**src/rtl/uarch_pkg.sv**
```systemverilog
// Shared microarchitecture sizing and the writeback packet carried on the CDB.
// Imported by the CDB arbiter slice and its interface.
package uarch_pkg;

  localparam int unsigned NUM_FU          = 4;
  localparam int unsigned PIPE_WIDTH      = 2;
  localparam int unsigned TAG_WIDTH       = 5;
  localparam int unsigned XLEN            = 32;
  localparam int unsigned CDB_ARB_NUM_REQ = NUM_FU;

  typedef struct packed {
    logic                 is_valid;
    logic [TAG_WIDTH-1:0] dest_tag;
    logic [XLEN-1:0]      result;
  } writeback_packet_t;

  // Distance of a tag from the ROB head, wrapping at the tag space.
  function automatic logic [TAG_WIDTH-1:0] tag_age(input logic [TAG_WIDTH-1:0] tag,
                                                   input logic [TAG_WIDTH-1:0] head);
    return tag - head;
  endfunction

endpackage

```
**src/rtl/cdb_arbiter_if.sv**
```systemverilog
// Writeback-side and CDB-side bundle of the CDB arbiter.
// master = FU/consumer side, slave = arbiter.
interface cdb_arbiter_if
  import uarch_pkg::*;
#(
  parameter int unsigned NUM_REQ   = CDB_ARB_NUM_REQ,
  parameter int unsigned NUM_PORTS = PIPE_WIDTH
);

  writeback_packet_t [NUM_REQ-1:0]   fu_wb_pkts;
  logic              [NUM_REQ-1:0]   fu_wb_rdys;
  writeback_packet_t [NUM_PORTS-1:0] cdb_ports;
  logic              [TAG_WIDTH-1:0] rob_head;
  logic              [NUM_REQ-1:0]   grant_dbg;

  modport master (
    output fu_wb_pkts, rob_head,
    input  fu_wb_rdys, cdb_ports, grant_dbg
  );

  modport slave (
    input  fu_wb_pkts, rob_head,
    output fu_wb_rdys, cdb_ports, grant_dbg
  );

endinterface

```
**src/rtl/cdb_arbiter_pick_n.sv**
```systemverilog
// cdb_pick_n: combinational pick of up to NUM_PORTS requesters, port 0 first.
// Round-robin from rr_ptr, or oldest-first by age when CDB_AGE_PRIO_EN is defined.
module cdb_pick_n
  import uarch_pkg::*;
#(
  parameter int unsigned NUM_REQ   = CDB_ARB_NUM_REQ,
  parameter int unsigned NUM_PORTS = PIPE_WIDTH,
  parameter int unsigned PTR_W     = $clog2(NUM_REQ)
) (
  input  logic [NUM_REQ-1:0]                  req,
`ifdef CDB_AGE_PRIO_EN
  input  logic [NUM_REQ-1:0][TAG_WIDTH-1:0]   age,
`else
  input  logic [PTR_W-1:0]                    rr_ptr,
`endif
  output logic [NUM_REQ-1:0]                  grant,
  output logic [NUM_PORTS-1:0]                port_vld,
  output logic [NUM_PORTS-1:0][PTR_W-1:0]     port_idx
);

`ifdef CDB_AGE_PRIO_EN
  always_comb begin
    logic                 found;
    logic [TAG_WIDTH-1:0] best;
    logic [PTR_W-1:0]     sel;
    grant    = '0;
    port_vld = '0;
    port_idx = '0;
    found    = 1'b0;
    best     = '0;
    sel      = '0;
    for (int p = 0; p < NUM_PORTS; p++) begin
      found = 1'b0;
      best  = '0;
      sel   = '0;
      // Strict compare keeps the lower index on equal ages.
      for (int i = 0; i < NUM_REQ; i++) begin
        if (req[i] && !grant[i] && (!found || age[i] < best)) begin
          found = 1'b1;
          best  = age[i];
          sel   = PTR_W'(i);
        end
      end
      if (found) begin
        grant[sel]  = 1'b1;
        port_vld[p] = 1'b1;
        port_idx[p] = sel;
      end
    end
  end
`else
  always_comb begin
    logic             found;
    logic [PTR_W-1:0] sel;
    logic [PTR_W-1:0] cand;
    int unsigned      idx;
    grant    = '0;
    port_vld = '0;
    port_idx = '0;
    found    = 1'b0;
    sel      = '0;
    cand     = '0;
    idx      = 0;
    for (int p = 0; p < NUM_PORTS; p++) begin
      found = 1'b0;
      sel   = '0;
      for (int unsigned k = 0; k < NUM_REQ; k++) begin
        idx  = (32'(rr_ptr) + k) % NUM_REQ;
        cand = PTR_W'(idx);
        if (!found && req[cand] && !grant[cand]) begin
          found = 1'b1;
          sel   = cand;
        end
      end
      if (found) begin
        grant[sel]  = 1'b1;
        port_vld[p] = 1'b1;
        port_idx[p] = sel;
      end
    end
  end
`endif

endmodule

```
**src/rtl/cdb_arbiter.sv**
```systemverilog
// Common data bus arbiter: one holding slot per FU, up to NUM_PORTS grants per cycle onto
// registered CDB ports. Define CDB_AGE_PRIO_EN for ROB-age priority instead of round-robin.
module cdb_arbiter
  import uarch_pkg::*;
#(
  parameter int unsigned NUM_REQ   = CDB_ARB_NUM_REQ,
  parameter int unsigned NUM_PORTS = PIPE_WIDTH,
  parameter int unsigned PTR_W     = $clog2(NUM_REQ)
) (
  input logic          clk,
  input logic          rst,
  input logic          flush,
  cdb_arbiter_if.slave bus
);

  writeback_packet_t [NUM_REQ-1:0]   hold_pkt_q, hold_pkt_d;
  logic              [NUM_REQ-1:0]   hold_valid_q, hold_valid_d;
  writeback_packet_t [NUM_PORTS-1:0] cdb_q, cdb_d;

  logic [NUM_REQ-1:0]              grant;
  logic [NUM_REQ-1:0]              rdy;
  logic [NUM_PORTS-1:0]            port_vld;
  logic [NUM_PORTS-1:0][PTR_W-1:0] port_idx;

`ifdef CDB_AGE_PRIO_EN
  logic [NUM_REQ-1:0][TAG_WIDTH-1:0] age;

  always_comb begin
    age = '0;
    for (int i = 0; i < NUM_REQ; i++) begin
      age[i] = tag_age(hold_pkt_q[i].dest_tag, bus.rob_head);
    end
  end
`else
  logic [PTR_W-1:0] rr_ptr_q, rr_ptr_d;
  logic             unused_rob_head;

  assign unused_rob_head = ^bus.rob_head;
`endif

  cdb_pick_n #(
    .NUM_REQ  (NUM_REQ),
    .NUM_PORTS(NUM_PORTS),
    .PTR_W    (PTR_W)
  ) u_pick (
    .req     (hold_valid_q),
`ifdef CDB_AGE_PRIO_EN
    .age     (age),
`else
    .rr_ptr  (rr_ptr_q),
`endif
    .grant   (grant),
    .port_vld(port_vld),
    .port_idx(port_idx)
  );

  // Ready depends only on state, so FU packets never feed back into their own ready.
  always_comb begin
    rdy          = ~hold_valid_q | grant;
    hold_valid_d = hold_valid_q & ~grant;
    hold_pkt_d   = hold_pkt_q;
    for (int i = 0; i < NUM_REQ; i++) begin
      if (rdy[i] && bus.fu_wb_pkts[i].is_valid) begin
        hold_valid_d[i] = 1'b1;
        hold_pkt_d[i]   = bus.fu_wb_pkts[i];
      end
    end
    cdb_d = '0;
    for (int p = 0; p < NUM_PORTS; p++) begin
      if (port_vld[p]) begin
        cdb_d[p] = hold_pkt_q[port_idx[p]];
      end
    end
  end

  always_ff @(posedge clk) begin
    if (!rst) begin
      hold_valid_q <= '0;
      hold_pkt_q   <= '0;
      cdb_q        <= '0;
    end else if (flush) begin
      hold_valid_q <= '0;
      cdb_q        <= '0;
    end else begin
      hold_valid_q <= hold_valid_d;
      hold_pkt_q   <= hold_pkt_d;
      cdb_q        <= cdb_d;
    end
  end

`ifndef CDB_AGE_PRIO_EN
  // Ports fill in grant order, so the last valid port holds the last granted index.
  always_comb begin
    rr_ptr_d = rr_ptr_q;
    for (int p = 0; p < NUM_PORTS; p++) begin
      if (port_vld[p]) begin
        rr_ptr_d = (32'(port_idx[p]) == NUM_REQ - 1) ? '0 : port_idx[p] + 1'b1;
      end
    end
  end

  always_ff @(posedge clk) begin
    if (!rst || flush) begin
      rr_ptr_q <= '0;
    end else begin
      rr_ptr_q <= rr_ptr_d;
    end
  end
`endif

  assign bus.fu_wb_rdys = rdy;
  assign bus.grant_dbg  = grant;
  assign bus.cdb_ports  = cdb_q;

endmodule

```
**src/flat_wrapper.sv**
```systemverilog
// flat-port wrapper written by rule: the top's interface ports become plain ports
module cdb_arbiter_flat import uarch_pkg::*;
#(
  parameter int unsigned NUM_REQ   = CDB_ARB_NUM_REQ,
  parameter int unsigned NUM_PORTS = PIPE_WIDTH,
  parameter int unsigned PTR_W     = $clog2(NUM_REQ)
)
  (clk, rst, flush, bus_fu_wb_pkts, bus_rob_head, bus_fu_wb_rdys, bus_cdb_ports, bus_grant_dbg);
  cdb_arbiter_if #(.NUM_REQ(NUM_REQ), .NUM_PORTS(NUM_PORTS)) bus_i ();
  input logic clk;
  input logic rst;
  input logic flush;
  input wire logic [$bits(bus_i.fu_wb_pkts)-1:0] bus_fu_wb_pkts;
  input wire logic [$bits(bus_i.rob_head)-1:0] bus_rob_head;
  output wire logic [$bits(bus_i.fu_wb_rdys)-1:0] bus_fu_wb_rdys;
  output wire logic [$bits(bus_i.cdb_ports)-1:0] bus_cdb_ports;
  output wire logic [$bits(bus_i.grant_dbg)-1:0] bus_grant_dbg;
  assign bus_i.fu_wb_pkts = bus_fu_wb_pkts;
  assign bus_i.rob_head = bus_rob_head;
  assign bus_fu_wb_rdys = bus_i.fu_wb_rdys;
  assign bus_cdb_ports = bus_i.cdb_ports;
  assign bus_grant_dbg = bus_i.grant_dbg;
  cdb_arbiter #(.NUM_REQ(NUM_REQ), .NUM_PORTS(NUM_PORTS), .PTR_W(PTR_W)) u_core (.clk(clk), .rst(rst), .flush(flush), .bus(bus_i));
endmodule
```
**config.mk**
```make
export PLATFORM = sky130hd
export DESIGN_NAME = cdb_arbiter_flat
export DESIGN_NICKNAME = d
export VERILOG_FILES = /design/src/rtl/uarch_pkg.sv /design/src/rtl/cdb_arbiter_if.sv /design/src/rtl/cdb_arbiter_pick_n.sv /design/src/rtl/cdb_arbiter.sv /design/src/flat_wrapper.sv
export SDC_FILE = /design/constraint.sdc
export NUM_CORES = 1
export LEC_CHECK = 0
export ABC_AREA = 1
export CORE_MARGIN = 2
export CORE_UTILIZATION = 51
export DETAILED_ROUTE_END_ITERATION = 16
export PLACE_DENSITY = 0.81
export SLEW_MARGIN = 10
export SYNTH_ARGS = -nofsm -noshare
export SYNTH_HDL_FRONTEND = slang
export SYNTH_SLANG_ARGS = --single-unit
```
**constraint.sdc**
```tcl
create_clock -name clk -period 2.6 [get_ports clk]
set_clock_uncertainty 0.1 [all_clocks]
set_input_delay 0.52 -clock clk [delete_from_list [all_inputs] [get_ports clk]]
set_output_delay 0.52 -clock clk [all_outputs]
set_load 0.01 [all_outputs]
```
==> results of run 1 <==
-- area by class of cell --
cell class / count / area share, %
multi-input cells: 1018 / 34.9
flip-flops and latches: 234 / 29.3
repair buffers: 359 / 24.6
clock buffers: 38 / 5.04
inverters: 134 / 3.19
well taps: 275 / 2.15
clock inverters: 9 / 0.704
repair inverters: 1 / 0.0235
diodes: 1 / 0.0156
-- per-stage QoR --
step | power (W) | setup TNS [ps]
floorplan | 0.00894 | 0
global placement | 0.0113 | -55770
detailed placement | 0.0115 | -58570
CTS | 0.0159 | -8330
global route | 0.0185 | -44070
finish | 0.0178 | -29540
-- worst max path at each step --
stage	start	endpoint	slack, ps	cells past startpoint
2_1_floorplan	u_core.rr_ptr_q[1]	bus_fu_wb_rdys[0]	200	14
3_3_place_gp	u_core.rr_ptr_q[0]	bus_grant_dbg[0]	-420	12
3_5_place_dp	u_core.rr_ptr_q[0]	u_core.hold_pkt_q[106]	-440	16
4_1_cts	u_core.rr_ptr_q[0]	bus_fu_wb_rdys[0]	-330	13
5_1_grt	u_core.hold_valid_q[3]	bus_fu_wb_rdys[2]	-570	11
6_report	u_core.rr_ptr_q[0]	bus_fu_wb_rdys[2]	-500	11
-- metal layers --
layer | up-vias | GRT usage (%) | share of wire (%)
met5 | - | 0 | 0
met4 | 0 | 13.6 | 6.0
met3 | 213 | 5.54 | 13
met2 | 946 | 53.9 | 46
met1 | 5756 | 38.5 | 36
li1 | 5573 | - | -
-- logic make-up after synthesis --
group / count (synthesis) / synth area share [%]
AOI/OAI and AO/OA: 407 / 21.6
buffers and inverters: 259 / 10.2
DFF: 234 / 43.6
and+or+nand+nor: 611 / 24.7
-- cells in the mapped netlist --
| master | n | area share, % |
|---|---|---|
| buf_1 | 12 | 0.42 |
| nand2_2 | 6 | 0.35 |
| nand3b_1 | 38 | 2.7 |
| a31oi_1 | 1 | 0.058 |
| nor2_4 | 1 | 0.10 |
| buf_2 | 28 | 1.3 |
| nand4_2 | 1 | 0.12 |
| nand3_2 | 5 | 0.47 |
| o211ai_1 | 106 | 7.4 |
| nor2_1 | 122 | 4.3 |
| a21oi_1 | 243 | 11 |
| inv_1 | 127 | 4.4 |
| inv_2 | 6 | 0.21 |
| o21ai_1 | 5 | 0.23 |
| o21ai_2 | 1 | 0.081 |
| buf_6 | 4 | 0.42 |
| dfxtp_1 | 234 | 44 |
| nand2_1 | 316 | 11 |
| nand4_1 | 3 | 0.17 |
| a21oi_4 | 1 | 0.15 |
| clkinv_1 | 1 | 0.035 |
| buf_4 | 15 | 1.0 |
| o21ai_0 | 49 | 2.3 |
| nand3_1 | 119 | 5.5 |
| a21boi_1 | 1 | 0.070 |
| clkbuf_1 | 66 | 2.3 |
-- state kept, by name, summed over array words and instances (netlist names) --
register / cells
u_core.rr_ptr_q: 2
u_core.hold_valid_q: 4
u_core.bus.cdb_ports: 76
u_core.hold_pkt_q: 152
-- power groups by stage --
stage	registers (W)	clock network [W]	logic [W]
3_5_place_dp	0.00423	0	0.00727
2_1_floorplan	0.00428	0	0.00466
3_3_place_gp	0.00422	0	0.00712
6_report	0.00419	0.00390	0.00967
5_1_grt	0.00422	0.00404	0.0102
4_1_cts	0.00416	0.00388	0.00787
-- worst reg2reg max path: cells and delay by family (launching register included) --
kind | cells | cell delay [ps]
compound gates | 2 | 350
flops | 1 | 330
simple gates | 9 | 850
buf+inv | 11 | 1270
-- repair_timing --
| action | in CTS | in global routing |
|---|---|---|
| pin swaps | 26 | 27 |
| gates resized for setup | 104 | 146 |
| setup endpoints to repair | 194 | 210 |
| hold buffers | 0 | 0 |
| buffers inserted | 9 | 16 |
| hold endpoints to repair | 0 | 0 |
| cloned | 1 | 23 |
==> reports/qor.json, run 1 <==
{
  "sequential_cell_area_um2": 4690,
  "syn2layout_area_growth_pct": 48.7,
  "cp-end-kind": "output port",
  "switching_power_w": 0.00769,
  "final.fill_count": 1460,
  "finish.cell_count_without_fillers": 2069,
  "synth_warnings": 0,
  "hold_viol": 0,
  "grt_util_overall_pct": 31.3,
  "clock_tree_from_tritoncts": "done",
  "period_share_pct": 119,
  "hold_end": "u_core.hold_pkt_q[45]",
  "critical_path.top_delay_family": "simple AND/OR/NAND/NOR gates",
  "power_density_nw_per_um2": 1110,
  "worstPathCellList": "buf_6 -> nand2_1 -> nand2_4 -> nand2_4 -> nand2_4 -> nand3b_1 -> nand4_4 -> o21ai_4 -> nand2_4 -> nand3_4 -> buf_6",
  "count_of_state_elements_after_synthesis": 234,
  "detail_route.drc_violations": 0,
  "boundaryPins": 244,
  "cts_h_tree_depth": 1,
  "final_max_slew_viol_count": 0,
  "power.static_leakage_nw": 6.26,
  "numPlacedInstances": 1975,
  "post_synth_num_cell_types": 26,
  "hpwl_um": 22800,
  "drt-wirelength-per-cell_um": 21.1,
  "switching_share_pct": 43.3,
  "cts-buffers-inserted": 26,
  "worst_pin_slew_ps": 1070,
  "first_global_vias": 10980,
  "crit_type": "reg -> out",
  "grt_antenna_before_repair": 1,
  "grt_start_max_net_pins": 104,
  "globalRoute.totalOverflow": 0,
  "maxClockFrequency_mhz": 323,
  "combinational_share_of_power_pct": 54.4,
  "core_um2": 20900,
  "hold_path.class": "reg -> reg",
  "setup_viol": 141,
  "worst_path_most_repeated_cell": "nand2_4",
  "synth_nets": 1671,
  "postSynthAreaPerCell_um2": 7.12,
  "via_cell_ratio": 6.04,
  "maxCapViolations": 0,
  "hold_ws_ps": 363,
  "ctsLongestPathBuffers": 3,
  "first_iter_violations": 1511,
  "initial_util_pct": 51.5,
  "grt_pass1_wl_um": 55900,
  "placedInstanceArea_um2": 13700,
  "rsz0062_at_grt": "true",
  "die_w_um": 149,
  "finalCoreUtilization_pct": 76.6,
  "die_outline_area_um2": 22300,
  "postRouteAntennaNets": 0,
  "clkTransAtPathRegs_ps": 70,
  "power_frac_clock_pct": 22.0,
  "r2r_end": "u_core.hold_pkt_q[116]",
  "timing.final.ws_setup_ps": -499,
  "internal_power_w": 0.0101,
  "gp_congestion": 0.876,
  "timing.critical_path.arrival_ps": 2480,
  "path_max_fanout": 10,
  "final_common_cell": "a21oi_1",
  "violations": "setup timing",
  "final.min_clock_period_ps": 3100,
  "yosysSeqAreaShare_pct": 43.6,
  "worst_r2r_setup_slack_ps": -380,
  "worst_r2r_path_depth": 22,
  "status": "complete, but fails checks",
  "design_area_um2": 16000,
  "start_point_of_the_worst_hold_path": "u_core.hold_pkt_q[45]",
  "syn-cell-area_um2": 10800,
  "rr_startpoint": "u_core.rr_ptr_q[0]",
  "clock_tree.root_cell": "clkbuf_16",
  "synth_cells": 1511,
  "die_height_um": 149,
  "cp_data_required_time_ps": 1980,
  "hold_path_depth": 2,
  "placement_rows": 53,
  "worstSkewPairLatency_ps": 540,
  "startpoint_type": "flip-flop",
  "critPathSlowestCell": "dfxtp_2",
  "final_layout_size_suffix_gt1_share_pct": 17.9,
  "place.port_buffers": 238,
  "critical_path.n_buffers_inverters": 2,
  "drt_wl_total_um": 43600,
  "layout_common_cells": "a21oi_1 (234), dfxtp_1 (232), clkdlybuf4s50_1 (229)",
  "crit_path_max_incr_delay_ps": 330,
  "layout.nets": 1934,
  "vias": 12488,
  "drt-pass1-iter-count": 8,
  "seqPwrFrac_pct": 23.6,
  "dpl_worst_slack_ps": -443,
  "slew-limit-headroom_pct": 28.9,
  "clkSinkCount": 234,
  "multiInputGateArea_um2": 5580,
  "vdd_ir_drop_max_v": 0.000736
}
Power figures use the tool's default switching activity.
==> inputs of run 2 (changes only) <==
--- a/config.mk
+++ b/config.mk
@@ -6,10 +6,11 @@
 export NUM_CORES = 1
 export LEC_CHECK = 0
 export ABC_AREA = 1
+export CAP_MARGIN = 10
 export CORE_MARGIN = 2
-export CORE_UTILIZATION = 51
+export CORE_UTILIZATION = 40
 export DETAILED_ROUTE_END_ITERATION = 16
-export PLACE_DENSITY = 0.81
+export PLACE_DENSITY = 0.66
 export SLEW_MARGIN = 10
 export SYNTH_ARGS = -nofsm -noshare
 export SYNTH_HDL_FRONTEND = slang
==> reports/qor.json, run 2 (synthesis gave the netlist of run 1 again) <==
{
  "switching_share": {"value": 41.8, "unit": "%", "change": "-1.5 points"},
  "vdd_ir_drop_max": {"value": 0.000729, "unit": "V", "change": "-0.96%"},
  "hold_path.class": "in -> reg",
  "cp_data_required_time": {"value": 1980, "unit": "ps", "change": "about the same"},
  "final_common_cell": "nand2_1",
  "power_frac_clock": {"value": 21.6, "unit": "%", "change": "-0.4 points"},
  "timing.critical_path.to": "bus_fu_wb_rdys[1]",
  "power.static_leakage": {"value": 6.33, "unit": "nW", "change": "+1.0%"},
  "maxClockFrequency": {"value": 335, "unit": "MHz", "change": "+4.0%"},
  "largest_register_ffs": {"value": 152, "change": "unchanged"},
  "boundaryPins": {"value": 244, "change": "unchanged"},
  "cts-buffers-inserted": {"value": 27, "change": "+3.8%"},
  "start_point_of_the_worst_hold_path": "rst",
  "cp-end-kind": "output port",
  "seqPwrFrac": {"value": 23.3, "unit": "%", "change": "-0.3 points"},
  "drt_wl_total": {"value": 42800, "unit": "µm", "change": "-1.9%"},
  "final_max_slew_viol_count": {"value": 0, "change": "unchanged"},
  "hold_viol": {"value": 0, "change": "unchanged"},
  "ctsLongestPathBuffers": {"value": 3, "change": "unchanged"},
  "worst_r2r_path_depth": {"value": 21, "change": "-4.5%"},
  "maxCapViolations": {"value": 0, "change": "unchanged"},
  "gp_congestion": {"value": 0.897, "change": "+2.4%"},
  "postRouteAntennaNets": {"value": 0, "change": "unchanged"},
  "combinational_share_of_power": {"value": 55.2, "unit": "%", "change": "+0.8 points"},
  "hold_ws": {"value": 267, "unit": "ps", "change": "-96.3 ps"},
  "violations": "setup timing",
  "internal_power": {"value": 0.0105, "unit": "W", "change": "+4.4%"},
  "die_outline_area": {"value": 28200, "unit": "µm²", "change": "+27%"},
  "rsz0062_at_grt": "true",
  "cts_h_tree_depth": {"value": 1, "change": "unchanged"},
  "crit_type": "reg -> out",
  "setup_viol": {"value": 46, "change": "-67%"},
  "critPathLaunch": "u_core.rr_ptr_q[0]",
  "largest-register": "u_core.hold_pkt_q",
  "first_global_vias": {"value": 10976, "change": "-0.036%"},
  "drt-pass1-iter-count": {"value": 8, "change": "unchanged"},
  "hpwl": {"value": 24600, "unit": "µm", "change": "+8.1%"},
  "finish.cell_count_without_fillers": {"value": 2153, "change": "+4.1%"},
  "switching_power": {"value": 0.00756, "unit": "W", "change": "-1.7%"},
  "globalRoute.totalOverflow": {"value": 0, "change": "unchanged"},
  "grt_start_max_net_pins": {"value": 79, "change": "-24%"},
  "rr_startpoint": "u_core.rr_ptr_q[0]",
  "period_share": {"value": 115, "unit": "%", "change": "-4.5 points"},
  "first_iter_violations": {"value": 1247, "change": "-17%"},
  "numPlacedInstances": {"value": 2044, "change": "+3.5%"},
  "worst_pin_slew": {"value": 1140, "unit": "ps", "change": "+69.9 ps"},
  "finalCoreUtilization": {"value": 61.4, "unit": "%", "change": "-15 points"},
  "die_height": {"value": 168, "unit": "µm", "change": "+13%"},
  "placedInstanceArea": {"value": 13800, "unit": "µm²", "change": "+0.80%"},
  "clock_tree.root_cell": "clkbuf_16",
  "layout_common_cells": "nand2_1 (252), dfxtp_1 (232), clkdlybuf4s50_1 (229)",
  "die_w": {"value": 168, "unit": "µm", "change": "+13%"},
  "drt-wirelength-per-cell": {"value": 19.9, "unit": "µm", "change": "-5.7%"},
  "final.min_clock_period": {"value": 2980, "unit": "ps", "change": "-118 ps"},
  "detail_route.drc_violations": {"value": 0, "change": "unchanged"},
  "slew-limit-headroom": {"value": 24.3, "unit": "%", "change": "-4.7 points"},
  "final_layout_size_suffix_gt1_share": {"value": 19.7, "unit": "%", "change": "+1.8 points"},
  "vias": {"value": 11828, "change": "-5.3%"},
  "syn2layout_area_growth_pct": 52.1,
  "timing.critical_path.arrival": {"value": 2360, "unit": "ps", "change": "-120 ps"},
  "via_cell_ratio": {"value": 5.49, "change": "-9.0%"},
  "grt_antenna_before_repair": {"value": 1, "change": "unchanged"},
  "worst_r2r_setup_slack": {"value": -320, "unit": "ps", "change": "+60 ps"},
  "layout.nets": {"value": 1951, "change": "+0.88%"},
  "status": "complete, but fails checks",
  "place.port_buffers": {"value": 238, "change": "unchanged"},
  "initial_util": {"value": 40.4, "unit": "%", "change": "-11 points"},
  "placement_rows": {"value": 60, "change": "+13%"},
  "cts_hold_buffers": {"value": 0, "change": "unchanged"},
  "startpoint_type": "flip-flop",
  "path_max_fanout": {"value": 6, "change": "-4"},
  "timing.final.ws_setup": {"value": -381, "unit": "ps", "change": "+118 ps"},
  "power_density": {"value": 1110, "unit": "nW/µm²", "change": "-0.52%"},
  "clkTransAtPathRegs": {"value": 60, "unit": "ps", "change": "about the same"},
  "grt_util_overall": {"value": 26.3, "unit": "%", "change": "-5.0 points"},
  "final_setup_tns": {"value": -11550, "unit": "ps", "change": "+17990 ps"},
  "r2r_end": "u_core.hold_pkt_q[56]",
  "clock_tree_from_tritoncts": "done",
  "clkSinkCount": {"value": 234, "change": "unchanged"},
  "grt_pass1_wl": {"value": 59600, "unit": "µm", "change": "+6.5%"},
  "worstSkewPairLatency": {"value": 540, "unit": "ps", "change": "about the same"},
  "design_area": {"value": 16400, "unit": "µm²", "change": "+2.3%"},
  "core": {"value": 26700, "unit": "µm²", "change": "+28%"}
}
## run 2: cell types whose count changed in the layout (fill, tap and decap cells not counted), sizes merged
cell      delta
clkinv       +2
clkbuf       +1
buf         +15
bufinv       +2
clkinvlp     +1
inv          -3
## run 2: worst min-delay path by stage
stage	cells past startpoint	end
2_1_floorplan	2	u_core.hold_pkt_q[128]
3_3_place_gp	2	u_core.hold_pkt_q[49]
3_5_place_dp	2	u_core.hold_pkt_q[119]
4_1_cts	3	u_core.hold_pkt_q[109]
5_1_grt	3	u_core.hold_pkt_q[23]
6_report	3	u_core.hold_pkt_q[109]
## run 2: stage by stage
step                      setup slack, ps  power (W)
after floorplan                       202    0.00894
after global placement               -543     0.0116
after detailed placement             -572     0.0117
after CTS                            -353     0.0165
after global routing                 -500     0.0190
final                                -381     0.0181
## run 2: timing repair
action / 4_1_cts / 5_1_grt
endpoints found under the setup margin: 231 / 234
gates cloned: 1 / 20
gates resized for setup: 105 / 183
setup buffers: 20 / 20
pin swaps: 22 / 28
## run 2: worst max-delay path: stages (launching register included)
cell and delay, ps:
dfxtp_4 410, buf_6 130, nand2_2 70, nand3_4 70
nand2_4 70, buf_6 120, nor2_4 150, buf_6 120
nand4_1 120, nand2_4 130, buf_6 140, nand2_4 70
nand3_4 120, buf_6 110
## run 2: power by group through the flow
stage	registers (W)	logic [W]	clock network (W)
global placement	0.00423	0.00736	0
CTS	0.00418	0.00841	0.00394
detailed placement	0.00424	0.00746	0
global route	0.00424	0.0107	0.00410
floorplan	0.00428	0.00466	0
finish	0.00420	0.00997	0.00390
## run 2: layout make-up
| class | count | area [µm²] |
|---|---|---|
| Tap cell | 341 | 427 |
| Fill cell | 2297 | 10300 |
| Clock buffer | 37 | 733 |
| Timing Repair Buffer | 376 | 4180 |
| Antenna cell | 1 | 2.50 |
| Inverter | 134 | 522 |
| Multi-Input combinational cell | 1018 | 5640 |
| Clock inverter | 12 | 163 |
| Sequential cell | 234 | 4690 |
## run 2: layer usage
metal | track usage [%] | vias up | wire length [µm]
met1 | 34.2 | 5563 | 17800
met5 | 0 | - | 16
met2 | 44.7 | 568 | 20000
met3 | 4.56 | 98 | 3630
met4 | 7.94 | 2 | 1450
li1 | - | 5597 | -
